===== config.mk =====
export PLATFORM = sky130hd
export DESIGN_NAME = weight_load_ctrl
export DESIGN_NICKNAME = d
export VERILOG_FILES = /design/src/rtl/mlp_conv_pkg.sv /design/src/rtl/weight_load_ctrl.sv
export SDC_FILE = /design/constraint.sdc
export NUM_CORES = 1
export LEC_CHECK = 0
export ABC_CLOCK_PERIOD_IN_PS = 2200
export BUFFER_PORTS_ARGS = -buffer_cell sky130_fd_sc_hd__buf_2
export CELL_PAD_IN_SITES_DETAIL_PLACEMENT = 1
export CELL_PAD_IN_SITES_GLOBAL_PLACEMENT = 1
export CORE_MARGIN = 2
export CORE_UTILIZATION = 35
export DETAILED_ROUTE_END_ITERATION = 10
export PLACE_DENSITY = 0.76
export SKIP_CTS_REPAIR_TIMING = 1
export SYNTH_ARGS = -nofsm -noshare
export SYNTH_HDL_FRONTEND = slang
export SYNTH_SLANG_ARGS = --single-unit

===== constraint.sdc =====
create_clock -name CLK -period 2.2 [get_ports CLK]
set_input_delay 0.11 -clock CLK [delete_from_list [all_inputs] [get_ports CLK]]
set_output_delay 0.11 -clock CLK [all_outputs]
set_load 0.01 [all_outputs]

===== src/rtl/mlp_conv_pkg.sv =====
// -----------------------------------------------------------------------------
// mlp_conv_pkg
// Shared definitions for the conv weight path: the weight_load_ctrl state
// encoding, the store geometry constants and the words-per-slice helper.
// -----------------------------------------------------------------------------
package mlp_conv_pkg;

   typedef enum logic [2:0] {
      WLC_IDLE      = 3'd0,
      WLC_LOAD      = 3'd1,
      WLC_WAIT_FULL = 3'd2,
      WLC_READY     = 3'd3,
      WLC_DONE      = 3'd4
   } wlc_state_t;

   // A wide filter (S >= 5) always packs into this many store words.
   localparam int unsigned WS_WORDS_WIDE = 7;
   // Narrow filters use one word per row, never more than this many rows.
   localparam int unsigned WS_MAX_ROWS   = 5;

   // Number of 32-bit store words making up one filter slice.
   // R == 0 still costs one word so a degenerate filter cannot stall the load.
   function automatic logic [2:0] ws_words(input logic [3:0] r, input logic [3:0] s);
      logic [2:0] n;
      n = 3'd1;
      if (s >= 4'd5) begin
         n = 3'(WS_WORDS_WIDE);
      end else if (r == 4'd0) begin
         n = 3'd1;
      end else if (r > 4'(WS_MAX_ROWS)) begin
         n = 3'(WS_MAX_ROWS);
      end else begin
         n = r[2:0];
      end
      return n;
   endfunction

endpackage


===== src/rtl/weight_load_ctrl.sv =====
// -----------------------------------------------------------------------------
// weight_load_ctrl
// Meters weight words from an AXI-Stream into weight_store one filter slice at
// a time, waits for the store's FULL pulse, presents the slice to the conv
// datapath until COMPUTE_DONE, and pulses DONE after the last slice.
//
// Optional checking: define WEIGHT_LOAD_CTRL_CHECK_EN to enable the sticky ERR
// flag (TLAST placement errors, missing FULL after 2 cycles in WAIT_FULL with a
// forced return to IDLE). Without it ERR is 0, TLAST is ignored and WAIT_FULL
// waits indefinitely.
//
// Ports
//   CLK, RESETN            clock, synchronous active-low reset
//   START, PARAM_R/S/C     job start pulse and geometry (latched in IDLE)
//   S_AXIS_*               weight word stream
//   WS_WR_EN/VALID/DATA    write port of weight_store
//   WS_PARAM_R/S           latched geometry, stable for the whole job
//   WS_FULL                store FULL pulse
//   WEIGHTS_READY          current slice is valid in the store
//   COMPUTE_DONE           datapath finished with the current slice
//   BUSY, DONE, ERR        status
// -----------------------------------------------------------------------------
module weight_load_ctrl
   import mlp_conv_pkg::*;
#(
   parameter int INPUT_WIDTH = 32,
   parameter int SLICE_CNT_W = 16
) (
   input  logic                   CLK,
   input  logic                   RESETN,
   input  logic                   START,
   input  logic [3:0]             PARAM_R,
   input  logic [3:0]             PARAM_S,
   input  logic [SLICE_CNT_W-1:0] PARAM_C,
   input  logic [INPUT_WIDTH-1:0] S_AXIS_TDATA,
   input  logic                   S_AXIS_TVALID,
   input  logic                   S_AXIS_TLAST,
   output logic                   S_AXIS_TREADY,
   output logic                   WS_WR_EN,
   output logic                   WS_WR_VALID,
   output logic [INPUT_WIDTH-1:0] WS_WR_DATA,
   output logic [3:0]             WS_PARAM_R,
   output logic [3:0]             WS_PARAM_S,
   input  logic                   WS_FULL,
   output logic                   WEIGHTS_READY,
   input  logic                   COMPUTE_DONE,
   output logic                   BUSY,
   output logic                   DONE,
   output logic                   ERR
);

   wlc_state_t             state_q, state_d;
   logic [3:0]             r_q, r_d;
   logic [3:0]             s_q, s_d;
   logic [SLICE_CNT_W-1:0] c_q, c_d;
   logic [SLICE_CNT_W-1:0] slice_cnt_q, slice_cnt_d;
   logic [2:0]             words_q, words_d;
   logic [2:0]             word_cnt_q, word_cnt_d;
   logic                   last_word_s;
   logic                   last_slice_s;

`ifdef WEIGHT_LOAD_CTRL_CHECK_EN
   logic                   err_q, err_d;
   logic [1:0]             wait_cnt_q, wait_cnt_d;
`else
   logic                   unused_tlast_s;
   assign unused_tlast_s = S_AXIS_TLAST;
`endif

   assign last_word_s  = ((word_cnt_q + 3'd1) == words_q);
   assign last_slice_s = ((slice_cnt_q + SLICE_CNT_W'(1)) == c_q);

   // Outputs decoded from the state register; only the write strobe and data
   // pass the stream straight through so LOAD runs at one word per cycle.
   assign S_AXIS_TREADY = (state_q == WLC_LOAD);
   assign WS_WR_EN      = (state_q == WLC_LOAD);
   assign WS_WR_VALID   = S_AXIS_TVALID & S_AXIS_TREADY;
   assign WS_WR_DATA    = S_AXIS_TDATA;
   assign WS_PARAM_R    = r_q;
   assign WS_PARAM_S    = s_q;
   assign WEIGHTS_READY = (state_q == WLC_READY);
   assign BUSY          = (state_q != WLC_IDLE);
   assign DONE          = (state_q == WLC_DONE);
`ifdef WEIGHT_LOAD_CTRL_CHECK_EN
   assign ERR           = err_q;
`else
   assign ERR           = 1'b0;
`endif

   // Next-state and counter update for the load sequencer.
   always_comb begin
      state_d     = state_q;
      r_d         = r_q;
      s_d         = s_q;
      c_d         = c_q;
      slice_cnt_d = slice_cnt_q;
      words_d     = words_q;
      word_cnt_d  = word_cnt_q;
`ifdef WEIGHT_LOAD_CTRL_CHECK_EN
      err_d       = err_q;
      wait_cnt_d  = wait_cnt_q;
`endif
      case (state_q)
         WLC_IDLE: begin
            if (START) begin
               r_d         = PARAM_R;
               s_d         = PARAM_S;
               c_d         = PARAM_C;
               words_d     = ws_words(PARAM_R, PARAM_S);
               slice_cnt_d = '0;
               word_cnt_d  = 3'd0;
`ifdef WEIGHT_LOAD_CTRL_CHECK_EN
               err_d       = 1'b0;
`endif
               if (PARAM_C == '0) begin
                  state_d = WLC_DONE;
               end else begin
                  state_d = WLC_LOAD;
               end
            end else begin
               state_d = WLC_IDLE;
            end
         end
         WLC_LOAD: begin
            // TREADY is 1 throughout LOAD, so TVALID alone marks an accepted word.
            if (S_AXIS_TVALID) begin
`ifdef WEIGHT_LOAD_CTRL_CHECK_EN
               // TLAST must coincide exactly with the final word of the final slice.
               if (S_AXIS_TLAST != (last_word_s & last_slice_s)) begin
                  err_d = 1'b1;
               end else begin
                  err_d = err_q;
               end
`endif
               if (last_word_s) begin
                  word_cnt_d = 3'd0;
                  state_d    = WLC_WAIT_FULL;
`ifdef WEIGHT_LOAD_CTRL_CHECK_EN
                  wait_cnt_d = 2'd0;
`endif
               end else begin
                  word_cnt_d = word_cnt_q + 3'd1;
               end
            end else begin
               state_d = WLC_LOAD;
            end
         end
         WLC_WAIT_FULL: begin
            if (WS_FULL) begin
               state_d = WLC_READY;
            end else begin
`ifdef WEIGHT_LOAD_CTRL_CHECK_EN
               // FULL is due on the first WAIT_FULL cycle; give up after the second.
               if (wait_cnt_q == 2'd1) begin
                  err_d   = 1'b1;
                  state_d = WLC_IDLE;
               end else begin
                  wait_cnt_d = wait_cnt_q + 2'd1;
               end
`else
               state_d = WLC_WAIT_FULL;
`endif
            end
         end
         WLC_READY: begin
            if (COMPUTE_DONE) begin
               slice_cnt_d = slice_cnt_q + SLICE_CNT_W'(1);
               if (last_slice_s) begin
                  state_d = WLC_DONE;
               end else begin
                  state_d = WLC_LOAD;
               end
            end else begin
               state_d = WLC_READY;
            end
         end
         WLC_DONE: begin
            state_d = WLC_IDLE;
         end
         default: begin
            state_d = WLC_IDLE;
         end
      endcase
   end

   // State and counter registers with synchronous active-low reset.
   always_ff @(posedge CLK) begin
      if (!RESETN) begin
         state_q     <= WLC_IDLE;
         r_q         <= 4'd0;
         s_q         <= 4'd0;
         c_q         <= '0;
         slice_cnt_q <= '0;
         words_q     <= 3'd0;
         word_cnt_q  <= 3'd0;
`ifdef WEIGHT_LOAD_CTRL_CHECK_EN
         err_q       <= 1'b0;
         wait_cnt_q  <= 2'd0;
`endif
      end else begin
         state_q     <= state_d;
         r_q         <= r_d;
         s_q         <= s_d;
         c_q         <= c_d;
         slice_cnt_q <= slice_cnt_d;
         words_q     <= words_d;
         word_cnt_q  <= word_cnt_d;
`ifdef WEIGHT_LOAD_CTRL_CHECK_EN
         err_q       <= err_d;
         wait_cnt_q  <= wait_cnt_d;
`endif
      end
   end

endmodule


==> run metrics, run 1 <==
post-route ant nets 0; CTS tree done; PD cells around 630 nW/um^2; Starting Density 0.3590; Row Count 33; antenna violations before repair 0; final worst-path setup slack 0.1356 ns; Seq/Total Area, Yosys 0.3359; Clk Latency, worst-skew pair between 0.3 and 0.4 ns; first-pass GRT wire length about 13,000 um; DRC Markers 0; setup TNS 0 ns; Max Clock Skew 0.006526 ns; hpwl dp about 5700 um; # port buffers between 40 and 50; CP cell instances nand4_2 > or4_4 > xnor2_1 > nand4_1 > o31ai_1 > a21oi_1; max_slew headroom 0.6088; max-slew violations 0; Synth async-reset ratio 0; dpl cells approximately 480; Nets about 450; setup violation total in the final timing report 0; Tmin final ~2.1 ns; post-synthesis cell area ~2900 um^2; Min-Delay Path Class in2reg; Mean Syn Cell Area 7.914 um^2; Synth Area in Simple Gates 0.2644; die width around 95 um; R2R cell count 6; Synth Register Bits between 40 and 50; iteration-0 DRC count of the detailed router ~110; Synth Flop Type dfxtp_1; Least-Margin Pin Slew between 0.5 and 0.6 ns; XOR/XNOR Fraction of Synth Area 0.09297; Slowest-stage cell, CP or4_4; Bufs and invs on worst path 0; final non-filler cell total about 490; leak pwr roughly 1.3 nW; adder-cell share of the synthesized area 0.008569; CP arrival 2.27 ns; clock buffer depth 2; Yosys warning count 0; Req. time, crit path 2.41 ns; largest net degree at the start of global routing 30; fmax approximately 480 MHz; hold path cells 3; GPL Wtd Cong 0.9011; Clk Tree Root Cell clkbuf_8; CP Class reg2reg; status completed; Post-synth EDFFs 0; clk sinks 49; Synth Area in Compound Gates 0.1769; Max H-tree Level 2; area delta synth->final 8.869%; Crit. End Element register; die area a little over 9000 um^2; CP startpoint kind register; Netlist cell types 48; WL final between 7000 and 8000 um; total power 0.002014 W; Num CTS Buffers 5; most frequent cells in the layout nand2_1 (66), dfxtp_1 (49), buf_2 (43); gr usage total 0.1765; diodes inserted 0; post-place setup slack about 0.16 ns; Levels on crit path 6; Top delay family on crit path simple AND/OR/NAND/NOR gates; delay of the slowest critical-path stage about 0.59 ns; vias per std cell around 5.2; critical path fanouts, max 7; Ports between 100 and 150; largest family of logic cells by synthesized area simple AND/OR/NAND/NOR gates; VDD IR max between 300 and 400 uV; via count 2,554; final period utilization 0.9384; share of cells above drive strength 1 0.2005; multiplexer share of the synthesized area 0.003428; core footprint about 8000 um^2; die height ~95 um; vias in the first global route about 2,600; Hold Vio Cnt, Final 0; WL/cell approximately 15 um; most common cell after layout, fill and taps aside nand2_1; Post-Syn Nets about 430; Cells after Synth between 300 and 400; Congestion Overflow GR 0; RSZ-0062 raised after global routing false; Reg clk slew, reported paths ~0.1 ns; maxcap violations 0; Pre-Repair DR Iteration Count 4
## cells in the mapped netlist (5+ instances only)
library cell | number | area share
nand2_1 | 66 | 0.085
nand3_1 | 6 | 0.010
a21boi_0 | 30 | 0.077
a21oi_1 | 14 | 0.024
buf_4 | 34 | 0.087
nor2b_1 | 9 | 0.019
nor2_1 | 19 | 0.024
xor2_1 | 9 | 0.027
buf_2 | 5 | 0.0086
dfxtp_1 | 49 | 0.34
xnor2_1 | 19 | 0.057
nor3_1 | 12 | 0.021
nand4_1 | 7 | 0.015
o21ai_0 | 18 | 0.031
or3_1 | 5 | 0.011
nor4_1 | 7 | 0.015
clkbuf_1 | 11 | 0.014
## cells by family after synthesis
family | count (synthesis)
AOI/OAI and AO/OA | 78
xor gates and xnor gates | 29
adders and majority gates | 2
buffers and inverters | 55
DFF | 49
muxes | 1
other | 1
and+or+nand+nor | 154
## flip-flops by register name (all words and copies together) (netlist names)
signal and count:
slice_cnt_q 16, WS_PARAM_S 4, words_q 3, c_q 16, word_cnt_q 3, WS_PARAM_R 4, state_q 3
## where the power goes
part	internal, W	switching, W
Sequential	0.000936	0.0000418
Clock	0.000347	0.000346
Combinational	0.000143	0.000199
Total	0.00143	0.000587
## worst paths after layout
path	start	to	slack [ns]
worst max-delay path	slice_cnt_q[3]$_SDFFE_PN0P_	state_q[0]$_SDFFE_PN0P_	0.14
worst min register to register	WS_PARAM_S[2]$_SDFFE_PN0P_	WS_PARAM_S[2]$_SDFFE_PN0P_	0.47
worst max register to register	slice_cnt_q[3]$_SDFFE_PN0P_	state_q[0]$_SDFFE_PN0P_	0.14
worst min-delay path	PARAM_S[1]	WS_PARAM_S[1]$_SDFFE_PN0P_	0.04
## area by class of cell
class,count,area (um^2)
Inverter,4,15.01
Timing Repair Buffer,58,327.8
Clock inverter,3,47.55
Fill cell,992,4955
Clock buffer,5,68.82
Sequential cell,49,980.9
Tap cell,105,131.4
Multi-Input combinational cell,265,1608
## stage by stage
stage | util | cell area, um^2 | hold slack (ns)
floorplan | - | 2920 | 0.2487
global placement | 0.3755 | 3054 | 0.2201
detailed placement | 0.3755 | 3054 | 0.2201
CTS | 0.3898 | 3171 | 0.03822
global route | 0.3909 | 3179 | 0.05089
finish | 0.3909 | 3179 | 0.04110
## worst reg2reg max path, delay by kind of cell, from the launching register on
family	cells	cell delay, ns
DFF	1	0.48
AOI/OAI and AO/OA	2	0.35
and+or+nand+nor	3	0.96
xor gates and xnor gates	1	0.17
## metal layers
| layer | wire, um | GRT usage | vias to the layer above |
|---|---|---|---|
| met5 | 0 | 0 | - |
| met4 | 82 | 0.04469 | 0 |
| met1 | 3382 | 0.2223 | 1244 |
| li1 | - | - | 1257 |
| met3 | 303 | 0.02767 | 7 |
| met2 | 3755 | 0.3134 | 46 |
No activity file was read; power rests on OpenSTA's default activity.
==> run 2, diff against run 1 <==
CTS_CLUSTER_SIZE = 30   (was default)
PLACE_DENSITY = default   (was 0.76)
PLACE_DENSITY_LB_ADDON = 0.1   (was default)
==> run 2 against run 1 <==
  * Total power is 6.1% lower
  * Register-to-register slack gained 0.02 ns
  * Clock-buffer cell count unchanged
  * First-iteration DRC count fell by 44%
  * Die area is the same
  * Critical endpoint is now state_q[2]$_SDFFE_PN0P_
  * Sequential power grew 0.4%
  * Combinational power grew 1%
==> run metrics, run 2 (synthesis results as in run 1) <==
status completed; die height 95.35 um; met2 layer usage reported by global route 0.3110; DRC Markers 0; GPL Wtd Cong a little over 0.8; most frequent cells in the layout nand2_1 (66), buf_2 (43), dfxtp_1 (41); die area between 9000 and 10,000 um^2; diodes inserted 0; WL/cell between 15 and 20 um; # port buffers 43; critical path fanouts, max 5; CP arrival roughly 2.3 ns; final cell area excluding filler cells 3241 um^2; Clk Tree Root Cell clkbuf_8; die width 95.35 um; Fillers between 1,000 and 1,500; max_slew headroom 0.5615; Cell Area, Placed around 3100 um^2; worst hold margin around 0.046 ns; Max H-tree Level 2; WL final about 8200 um; setup violation total in the final timing report 0; vias in the first global route between 2,000 and 3,000; post-route ant nets 0; Nets ~450; Clk Latency, worst-skew pair between 0.3 and 0.4 ns; max-slew violations 0; via count 2,559; Reg clk slew, reported paths about 0.10 ns; gr busiest metal met2; clk sinks 49; Req. time, crit path between 2 and 2.5 ns; hpwl dp ~6000 um; GR Util met1 0.2389; largest net degree at the start of global routing 36; largest registers c_q (16), slice_cnt_q (16); CTS tree done; vias per std cell a little over 5; fmax around 500 MHz; Least-Margin Pin Slew approximately 0.66 ns; Num CTS Buffers 5; area delta synth->final 10.97%; Pre-Repair DR Iteration Count 4; Tmin final a little over 2 ns; first-pass GRT wire length 13,010 um; maxcap violations 0; Starting Density 0.3590; share of cells above drive strength 1 0.2397; VDD IR max 257.2 uV; final non-filler cell total between 400 and 500; Congestion Overflow GR 0; core footprint around 8100 um^2; Ports 110; met3 usage 0.04743; dpl cells between 400 and 500; Crit. End Element register; clock buffer depth 2; antenna violations before repair 0; final period utilization 0.9309; Row Count 33; iteration-0 DRC count of the detailed router 60; most common cell after layout, fill and taps aside nand2_1; CP Class reg2reg; gr usage total 0.1864; CP startpoint kind register; Max Clock Skew 0.008531 ns; Min-Delay Path Class in2reg; PD cells between 500 and 600 nW/um^2; Hold Vio Cnt, Final 0; leak pwr ~1.3 nW
## run 2: final timing paths
check	from	to	slack, ns	cells past startpoint
max	slice_cnt_q[10]$_SDFFE_PN0P_	state_q[2]$_SDFFE_PN0P_	0.15	6
min	PARAM_C[4]	c_q[4]$_SDFFE_PN0P_	0.05	3
max reg2reg	slice_cnt_q[10]$_SDFFE_PN0P_	state_q[2]$_SDFFE_PN0P_	0.15	6
min reg2reg	WS_PARAM_R[2]$_SDFFE_PN0P_	WS_PARAM_R[2]$_SDFFE_PN0P_	0.47	2
## run 2: area by class of cell
| class | count | area, um^2 | area share |
|---|---|---|---|
| Multi-Input combinational cell | 265 | 1649 | 0.5089 |
| Sequential cell | 49 | 993.5 | 0.3066 |
| Timing Repair Buffer | 62 | 361.6 | 0.1116 |
| Tap cell | 105 | 131.4 | 0.04054 |
| Clock buffer | 5 | 68.82 | 0.02124 |
| Clock inverter | 3 | 21.27 | 0.006564 |
| Inverter | 4 | 15.01 | 0.004633 |
## run 2: per-layer routing
| layer | wire (um) | part of all wire |
|---|---|---|
| met5 | 0 | 0 |
| met4 | 104 | 0.013 |
| met3 | 409 | 0.050 |
| met2 | 3796 | 0.46 |
| met1 | 3853 | 0.47 |
## run 2: critical path, stage by stage, from the launching register on
cell and delay (ns):
dfxtp_1 0.43, nand4_1 0.26, or4_4 0.52, xnor2_2 0.14
nand4_1 0.17, nor4_2 0.34, o21a_1 0.14
## run 2: report_power, final
group / internal (W) / leakage, nW / total (W) / switching [W]
clock: 0.000227 / 0.0445 / 0.000562 / 0.000335
combinational: 0.000145 / 0.842 / 0.000347 / 0.000202
sequential: 0.000935 / 0.404 / 0.000982 / 0.0000467
total: 0.00131 / 1.29 / 0.00189 / 0.000584
## run 2: stage by stage
stage	TNS, ns	worst slack [ns]	utilization	total power, W
6_report	0	0.1520	0.3984	0.001891
2_1_floorplan	0	0.2185	-	0.001278
3_3_place_gp	0	0.05811	0.3773	0.001347
3_5_place_dp	0	0.02146	0.3773	0.001355
5_1_grt	-0.02214	-0.02214	0.3984	0.001999
4_1_cts	0	0.01150	0.3884	0.001926
